$ cat src/rtl/shared_reg_arbiter.sv
// shared_reg_arbiter
// Round-robin arbiter in front of a small register file. Requesters present
// a packed {we, addr, wdata} command. The winner's command is latched and
// executed as one access. A done pulse carries the result. Grants rotate
// starting after the last requester that was served.
module shared_reg_arbiter #(
  parameter int NREQ = 4,
  parameter int W    = 8,
  parameter int AW   = 2
) (
  input  logic                       clk,
  input  logic                       rst,
  input  logic [NREQ-1:0]            req,
  input  logic [NREQ*(1+AW+W)-1:0]   cmd,
  output logic [NREQ-1:0]            gnt,
  output logic [$clog2(NREQ)-1:0]    gnt_idx,
  output logic                       busy,
  output logic                       done,
  output logic [W-1:0]               rdata
);

  localparam int CW   = 1 + AW + W;
  localparam int IW   = $clog2(NREQ);
  localparam int NREG = 2 ** AW;

  // Code 3 is deliberately not a named state; the FSM treats it as illegal
  // and returns to IDLE without touching any datapath state.
  typedef enum logic [1:0] {
    IDLE   = 2'd0,
    ACCESS = 2'd1,
    RESP   = 2'd2
  } state_e;

  state_e                    state_q, state_d;
  logic [IW-1:0]             ptr_q, ptr_d;
  logic [NREQ-1:0]           gnt_q, gnt_d;
  logic [IW-1:0]             gnt_idx_q, gnt_idx_d;
  logic                      done_q, done_d;
  logic [W-1:0]              rdata_q, rdata_d;
  logic [CW-1:0]             cmd_q, cmd_d;
  logic [NREG-1:0][W-1:0]    regfile_q;

  logic [NREQ-1:0][CW-1:0]   cmd_arr_s;
  logic [IW-1:0]             pick_s;
  logic                      wr_en_s;
  logic                      cmd_we_s;
  logic [AW-1:0]             cmd_addr_s;
  logic [W-1:0]              cmd_wdata_s;

  // Search upward from (p+1) mod NREQ with wrap-around. The loop runs from
  // the lowest priority to the highest, so the last hit is the winner.
  function automatic logic [IW-1:0] rr_pick(input logic [NREQ-1:0] r,
                                            input logic [IW-1:0]   p);
    logic [IW-1:0] idx;
    int            c;
    idx = '0;
    for (int k = NREQ; k >= 1; k--) begin
      c = (int'(p) + k) % NREQ;
      if (r[IW'(c)]) begin
        idx = IW'(c);
      end else begin
        idx = idx;
      end
    end
    return idx;
  endfunction

  // The command bus is already laid out as NREQ packed slices.
  assign cmd_arr_s   = cmd;
  assign pick_s      = rr_pick(req, ptr_q);
  assign cmd_we_s    = cmd_q[CW-1];
  assign cmd_addr_s  = cmd_q[W +: AW];
  assign cmd_wdata_s = cmd_q[W-1:0];

  // State register; reset overrides everything.
  always_ff @(posedge clk) begin
    if (rst) begin
      state_q <= IDLE;
    end else begin
      state_q <= state_d;
    end
  end

  // Next-state logic: arbitrate in IDLE only, then run a fixed two-cycle access.
  always_comb begin
    state_d = IDLE;
    case (state_q)
      IDLE: begin
        if (|req) begin
          state_d = ACCESS;
        end else begin
          state_d = IDLE;
        end
      end
      ACCESS:  state_d = RESP;
      RESP:    state_d = IDLE;
      default: state_d = IDLE;
    endcase
  end

  // Next values of the output/datapath registers for each state.
  always_comb begin
    gnt_d     = gnt_q;
    gnt_idx_d = gnt_idx_q;
    done_d    = 1'b0;
    rdata_d   = rdata_q;
    ptr_d     = ptr_q;
    cmd_d     = cmd_q;
    wr_en_s   = 1'b0;
    case (state_q)
      IDLE: begin
        if (|req) begin
          gnt_d     = {{(NREQ-1){1'b0}}, 1'b1} << pick_s;
          gnt_idx_d = pick_s;
          cmd_d     = cmd_arr_s[pick_s];
        end else begin
          gnt_d     = '0;
        end
      end
      ACCESS: begin
        gnt_d  = '0;
        done_d = 1'b1;
        if (cmd_we_s) begin
          wr_en_s = 1'b1;
          rdata_d = cmd_wdata_s;
        end else begin
          rdata_d = regfile_q[cmd_addr_s];
        end
      end
      RESP: begin
        ptr_d = gnt_idx_q;
      end
      default: begin
        gnt_d = '0;
      end
    endcase
  end

  // Output and datapath registers. Reset wins, so an in-flight write is dropped.
  always_ff @(posedge clk) begin
    if (rst) begin
      ptr_q     <= IW'(NREQ - 1);
      gnt_q     <= '0;
      gnt_idx_q <= '0;
      done_q    <= 1'b0;
      rdata_q   <= '0;
      cmd_q     <= '0;
    end else begin
      ptr_q     <= ptr_d;
      gnt_q     <= gnt_d;
      gnt_idx_q <= gnt_idx_d;
      done_q    <= done_d;
      rdata_q   <= rdata_d;
      cmd_q     <= cmd_d;
    end
  end

  // Register file storage. The address width exactly covers all entries.
  always_ff @(posedge clk) begin
    if (rst) begin
      regfile_q <= '0;
    end else if (wr_en_s) begin
      regfile_q[cmd_addr_s] <= cmd_wdata_s;
    end
  end

  assign gnt     = gnt_q;
  assign gnt_idx = gnt_idx_q;
  assign busy    = (state_q != IDLE);
  assign done    = done_q;
  assign rdata   = rdata_q;

endmodule
$ cat config.mk
export PLATFORM = sky130hd
export DESIGN_NAME = shared_reg_arbiter
export DESIGN_NICKNAME = d
export VERILOG_FILES = /design/src/rtl/shared_reg_arbiter.sv
export SDC_FILE = /design/constraint.sdc
export NUM_CORES = 1
export LEC_CHECK = 0
export ABC_AREA = 1
export CORE_MARGIN = 2
export CORE_UTILIZATION = 40
export DETAILED_ROUTE_END_ITERATION = 8
export PLACE_DENSITY_LB_ADDON = 0.25
export SLEW_MARGIN = 15
export SYNTH_ARGS = -nofsm -noshare
export SYNTH_HDL_FRONTEND = slang
export SYNTH_SLANG_ARGS = --single-unit
$ cat constraint.sdc
create_clock -name clk -period 2.42 [get_ports clk]
set_clock_uncertainty 0.1 [all_clocks]
set_input_delay 0.484 -clock clk [delete_from_list [all_inputs] [get_ports clk]]
set_output_delay 0.484 -clock clk [all_outputs]
set_load 0.005 [all_outputs]
==> results of run 1 <==
kinds of logic after synthesis:
family	after synthesis	synth area share, %
compound gates	97	19.0
buf+inv	73	9.71
flops	62	40.5
simple gates	217	30.8
worst max-delay path: stages:
cell and delay (ns):
clkdlybuf4s50_1 0.45, inv_1 0.08, o21ai_2 0.20, nand2_1 0.10, nand2_1 0.07, nand2_1 0.09
nand2_2 0.08, nand2_4 0.05, nand2_4 0.20, inv_2 0.16, o211ai_1 0.19, nand2_1 0.07
power by group through the flow:
stage / Sequential (uW) / Clock (uW) / Combinational (uW)
global placement: 1200 / 0 / 653
global route: 1190 / 1100 / 752
detailed placement: 1200 / 0 / 664
finish: 1180 / 1040 / 671
CTS: 1180 / 1060 / 668
floorplan: 1180 / 0 / 418
area by class of cell:
type                    count  area share [%]
inverters                  55            5.10
repair buffers             80            18.6
well taps                  99            3.02
flip-flops and latches     62            30.3
clock inverters             6            2.29
multi-input cells         314            37.3
clock buffers              10            3.36
placed cells by master (no fill, tap or decap), types with 15 or more instances in the layout:
master / count
o21ai_0: 37
dfxtp_1: 62
inv_1: 50
a21oi_1: 24
nor2_1: 61
nand2_1: 95
buf_4: 15
clkdlybuf4s50_1: 65
nand3_1: 38
state kept, by name, indices dropped and copies added, names as in the netlist:
register,flops
ptr_q,2
done,1
regfile_q,32
state_q,2
rdata,8
gnt_idx,2
cmd_q,11
gnt,4
through the flow:
| step | utilization, % | std cells |
|---|---|---|
| final | 55.9 | 626 |
| after floorplan | - | 449 |
| after global placement | 52.7 | 610 |
| after detailed placement | 52.7 | 610 |
| after CTS | 55.9 | 626 |
| after global routing | 55.9 | 626 |
worst paths after layout:
path / start / endpoint / slack (ns) / depth (start not counted)
setup / recovery: req[3] / cmd_q[5]$_SDFFE_PP0P_ / 0.33 / 12
hold / removal: rdata[4]$_SDFFE_PP0P_ / rdata[4]$_SDFFE_PP0P_ / 0.36 / 2
setup reg to reg: ptr_q[0]$_SDFFE_PP1N_ / cmd_q[5]$_SDFFE_PP0P_ / 0.39 / 12
hold reg to reg: rdata[4]$_SDFFE_PP0P_ / rdata[4]$_SDFFE_PP0P_ / 0.36 / 2
synth_stat cells (all sizes together):
cell	count
a21boi	1
a21oi	25
a22oi	13
a31o	3
a31oi	2
buf	7
clkbuf	11
clkinv	2
dfxtp	62
inv	53
nand2	100
nand3	39
nand3b	7
nand4	2
nor2	61
nor3	1
o211ai	13
o21ai	39
o221ai	1
or2	7
per-layer routing:
| layer | up-vias | track usage [%] | part of all wire [%] |
|---|---|---|---|
| li1 | 1620 | - | - |
| met1 | 1461 | 27.0 | 49 |
| met2 | 97 | 32.3 | 45 |
| met3 | 8 | 6.89 | 5.4 |
| met4 | 0 | 4.42 | 1.0 |
| met5 | - | 0 | 0 |
==> impl_summary.log, run 1 <==
[metrics] Post-Layout Inst Area: 4100 um2
[metrics] number of library cell types mapped by synthesis: 31
[metrics] area leader, netlist: dfxtp_1
[metrics] static leakage: 0.00186 uW
[metrics] # DRC: 0
[metrics] via/cell ratio: 5.09
[metrics] vias in the first global route: 2969
[metrics] clock tree from TritonCTS: done
[metrics] maximum number of pins on one net before global-route repair: 33
[metrics] post-synthesis to final-layout area growth: 33.6%
[metrics] clock-pin slew on the worst setup and hold paths: 0.07 ns
[metrics] count of pins over their slew limit: 0
[metrics] Setup crit end kind: flip-flop
[metrics] number of nets in the layout: 572
[metrics] Final Worst Setup Slack: 0.329 ns
[metrics] area occupied by multi-input gates: 1530 um2
[metrics] Seq/Total Area, Yosys: 40.5%
[metrics] time the final worst path needs with I/O delays and setup: 2.09 ns
[metrics] signal arrival time at the worst endpoint: 2.22 ns
[metrics] clock latency on the worst-skew pair: 0.34 ns
[metrics] Root Buffer: clkbuf_8
[metrics] Worst Max-Slew Pin Slew: 0.608 ns
[metrics] share of total power consumed by net switching: 30.6%
[metrics] Remaining Overflow, GRT: 0
[metrics] worst-case vdd ir drop: 0.000539 V
[metrics] CTS sink cnt: 62
[metrics] headroom to the max-slew limit: 59.3%
[metrics] final hold viol count: 0
[metrics] maximum clock frequency: 478 MHz
[metrics] post-detailed-route count of antenna-violating nets: 0
[metrics] minimum hold slack: 0.363 ns
[metrics] status: complete, no violations
[metrics] Post-Syn Area per Cell: 6.83 um2
[metrics] relative contribution of combinational cells to total power: 23.2%
[metrics] number of synthesis warnings: 0
[metrics] Worst EP required: 2.55 ns
[metrics] postcts setup bufs: 0
[metrics] cell types occupying the most area after synthesis: dfxtp_1, nand2_1, nor2_1
[metrics] Yosys reg bits: 62
[metrics] starting density of the core: 41.8%
[metrics] final-report setup violation count: 0
[metrics] kind of critical path: input port to flip-flop
[metrics] startpoint class of the critical path: input port
[metrics] gate count of the mapped netlist: 449
[metrics] share of total power in the clock network: 36.0%
[metrics] number of fill cells in the layout: 681
[metrics] P_sw: 884 uW
[metrics] Final TNS setup: 0 ns
[metrics] Sequential Area: 1240 um2
[metrics] die width: 91.6 um
[metrics] core footprint: 7330 um2
[metrics] number of buffers on the longest clock path: 2
[metrics] max-cap viol count: 0
[metrics] die boundary height: 91.6 um
[metrics] average wire per standard cell: 13.1 um
[metrics] IO buf count: 65
[metrics] Top Ports: 66
[metrics] internal power summed over all cells: 2010 uW
[metrics] Pwr per Cell Area: 706 nW/um2
[metrics] CTS H-tree lvls: 3
[metrics] HPWL after DPL: 6090 um
[metrics] number of buffers added to fix hold violations after cts: 0
[metrics] overall power consumption: 2890 uW
[metrics] global-route usage over all layers: 20.4%
[metrics] sequential cell fraction of total power: 40.8%
[metrics] unrepaired setup endpoints after global routing: no
[metrics] share of cells above drive strength 1: 9.68%
[metrics] portion of the clock cycle consumed by the worst path in the final layout: 86.4%
[metrics] class of the worst hold path: flip-flop to flip-flop
[metrics] final RePlAce weighted congestion: 0.804
[metrics] # rows: 31
[metrics] Starting DRT DRC Count: 182
[metrics] Resized cells post-CTS: 0
[metrics] placed cell areas: 3860 um2
[metrics] post-placement worst setup slack: 0.00135 ns
[metrics] TritonCTS buffer count: 9
[metrics] Critical Path Fanout Max: 25
[metrics] area enclosed by the die boundary: 8380 um2
[metrics] via count: 3186
[metrics] Routed WL: 8190 um
[metrics] iteration count of the initial detailed-routing pass: 4
[metrics] synthesized area: 3070 um2
[metrics] area share of the leading cell type in the synthesized netlist: 40.5%
[metrics] initial antenna violation count: 0
[metrics] Syn Nets: 499
[metrics] ant diodes: 0
[metrics] global-route wire length before repair: 13800 um
(Power assumes the default switching activity.)
==> inputs of run 2 (changes only) <==
- CORE_MARGIN: 2 -> unset
- clock period: 2.42 -> 2.6 ns (I/O delays scaled with it)
==> run 2 against run 1 <==
Effect of this change:
- critical path depth decreased by 1
- core utilization decreased by 0.48 points
- sequential share of layout area increased by 0.26 points
- design area decreased by 0.86%
- clock power decreased by 12%
- power decreased by 9.0%
- global-route usage increased by 1.9 points
- count of clock-buffer cells in the layout unchanged
- wire length increased by 0.22%
- register-to-register slack improved by 0.11 ns
- critical path type unchanged
- largest cell class unchanged
- largest power group unchanged
==> impl_summary.log, run 2 (synthesis gave the netlist of run 1 again) <==
[metrics] status: complete, no violations (unchanged)
[metrics] initial antenna violation count: 0 (unchanged)
[metrics] Final Worst Setup Slack: 0.449 ns (was 0.329 ns)
[metrics] maximum number of pins on one net before global-route repair: 32 (was 33)
[metrics] postcts setup bufs: 0 (unchanged)
[metrics] Remaining Overflow, GRT: 0 (unchanged)
[metrics] vias in the first global route: 3004 (was 2969)
[metrics] share of cells above drive strength 1: 8.80% (was 9.68%)
[metrics] post-placement worst setup slack: 0.118 ns (was 0.00135 ns)
[metrics] Final TNS setup: 0 ns (unchanged)
[metrics] static leakage: 0.00183 uW (was 0.00186 uW)
[metrics] unrepaired setup endpoints after global routing: no (unchanged)
[metrics] number of cells after detailed placement: 606 (was 610)
[metrics] via/cell ratio: 5.15 (was 5.09)
[metrics] max-cap viol count: 0 (unchanged)
[metrics] post-detailed-route count of antenna-violating nets: 0 (unchanged)
[metrics] class of the worst hold path: flip-flop to flip-flop (unchanged)
[metrics] via count: 3203 (was 3186)
[metrics] kind of critical path: input port to flip-flop (unchanged)
[metrics] Largest register FFs: 32 (unchanged)
[metrics] average wire per standard cell: 13.2 um (was 13.1 um)
[metrics] Worst EP required: 2.79 ns (was 2.55 ns)
[metrics] global-route wire length before repair: 13600 um (was 13800 um)
[metrics] clock latency on the worst-skew pair: 0.34 ns (about the same)
[metrics] Root Buffer: clkbuf_8 (unchanged)
[metrics] top register by number of flip-flops: regfile_q (unchanged)
[metrics] ant diodes: 0 (unchanged)
[metrics] leading cell types in the layout, fill and taps excluded: nand2_1, clkdlybuf4s50_1, dfxtp_1 (unchanged)
[metrics] Routed WL: 8210 um (was 8190 um)
[metrics] Resized cells post-CTS: 0 (unchanged)
[metrics] starting density of the core: 41.8% (unchanged)
[metrics] area enclosed by the die boundary: 8020 um2 (was 8380 um2)
[metrics] overall power consumption: 2630 uW (was 2890 uW)
[metrics] final-report setup violation count: 0 (unchanged)
[metrics] iteration count of the initial detailed-routing pass: 5 (was 4)
[metrics] # rows: 31 (unchanged)
[metrics] # DRC: 0 (unchanged)
[metrics] HPWL after DPL: 6080 um (was 6090 um)
[metrics] number of fill cells in the layout: 678 (was 681)
[metrics] final RePlAce weighted congestion: 0.872 (was 0.804)
[metrics] number of buffers added to fix hold violations after cts: 0 (unchanged)
[metrics] number of nets in the layout: 568 (was 572)
[metrics] die boundary height: 89.6 um (was 91.6 um)
[metrics] Starting DRT DRC Count: 165 (was 182)
[metrics] time the final worst path needs with I/O delays and setup: 2.15 ns
[metrics] post-synthesis to final-layout area growth: 32.4% (was 33.6%)
[metrics] count of pins over their slew limit: 0 (unchanged)
[metrics] final cell count without fillers: 622 (was 626)
[metrics] Pwr per Cell Area: 647 nW/um2 (was 706 nW/um2)
[metrics] Setup crit end kind: flip-flop (unchanged)
[metrics] core footprint: 7330 um2 (unchanged)
[metrics] headroom to the max-slew limit: 59.5% (was 59.3%)
[metrics] signal arrival time at the worst endpoint: 2.34 ns (was 2.22 ns)
[metrics] CTS H-tree lvls: 3 (unchanged)
[metrics] number of buffers on the longest clock path: 2 (unchanged)
[metrics] startpoint class of the critical path: input port (unchanged)
[metrics] Worst Max-Slew Pin Slew: 0.605 ns (was 0.608 ns)
[metrics] IO buf count: 65 (unchanged)
[metrics] final hold viol count: 0 (unchanged)
[metrics] die width: 89.6 um (was 91.6 um)
[metrics] clock-pin slew on the worst setup and hold paths: 0.07 ns (about the same)
[metrics] TritonCTS buffer count: 9 (unchanged)
[metrics] portion of the clock cycle consumed by the worst path in the final layout: 82.7%
[metrics] CTS sink cnt: 62 (unchanged)
[metrics] global-route usage over all layers: 22.4% (was 20.4%)
[metrics] maximum clock frequency: 465 MHz
[metrics] most common cell after layout, fill and taps aside: nand2_1 (unchanged)
[metrics] Critical Path Fanout Max: 7 (was 25)
[metrics] clock tree from TritonCTS: done (unchanged)
[metrics] worst-case vdd ir drop: 0.000390 V (was 0.000539 V)
[metrics] Top Ports: 66 (unchanged)
==> run 2: final cells by class <==
type                    instances  area (um2)  area share [%]
clock buffers                  10         128            3.14
inverters                      55         209            5.14
flip-flops and latches         62        1240            30.6
clock inverters                 6        86.3            2.13
multi-input cells             314        1530            37.6
well taps                      99         124            3.05
repair buffers                 76         746            18.4
==> run 2: metrics by stage <==
stage / cell area (um2) / utilization [%] / hold WS [ns]
2_1_floorplan: 3070 / - / 0.355
3_3_place_gp: 3850 / 52.5 / 0.356
3_5_place_dp: 3850 / 52.5 / 0.357
4_1_cts: 4060 / 55.4 / 0.371
5_1_grt: 4060 / 55.4 / 0.397
6_report: 4060 / 55.4 / 0.369
==> run 2: routing by layer <==
metal | vias to the layer above | wire (um) | global-route usage, %
met3 | 7 | 515 | 6.83
li1 | 1609 | - | -
met5 | - | 0 | 0
met2 | 94 | 3890 | 38.2
met1 | 1493 | 3750 | 27.5
met4 | 0 | 51 | 5.19
==> run 2: worst paths after layout <==
| path | from | to | slack, ns | cells past startpoint |
|---|---|---|---|---|
| worst max-delay path | req[3] | cmd_q[3]$_SDFFE_PP0P_ | 0.45 | 11 |
| worst min-delay path | rdata[5]$_SDFFE_PP0P_ | rdata[5]$_SDFFE_PP0P_ | 0.37 | 2 |
| worst max register to register | ptr_q[0]$_SDFFE_PP1N_ | cmd_q[8]$_SDFFE_PP0P_ | 0.50 | 10 |
| worst min register to register | rdata[5]$_SDFFE_PP0P_ | rdata[5]$_SDFFE_PP0P_ | 0.37 | 2 |
==> run 2: critical path, stage by stage <==
cell	delay (ns)
clkdlybuf4s50_1	0.45
inv_1	0.07
o21ai_2	0.18
nand2_1	0.09
a21boi_0	0.16
nand3_1	0.15
a21oi_2	0.35
nand3_1	0.17
nand2_1	0.09
nand2_1	0.05
nand2_1	0.05
==> run 2: where the power goes <==
part           leakage, uW  internal [uW]  switching, uW
sequential        0.000505           1030           74.9
clock             0.000106            538            380
combinational      0.00122            263            349
total              0.00183           1830            803
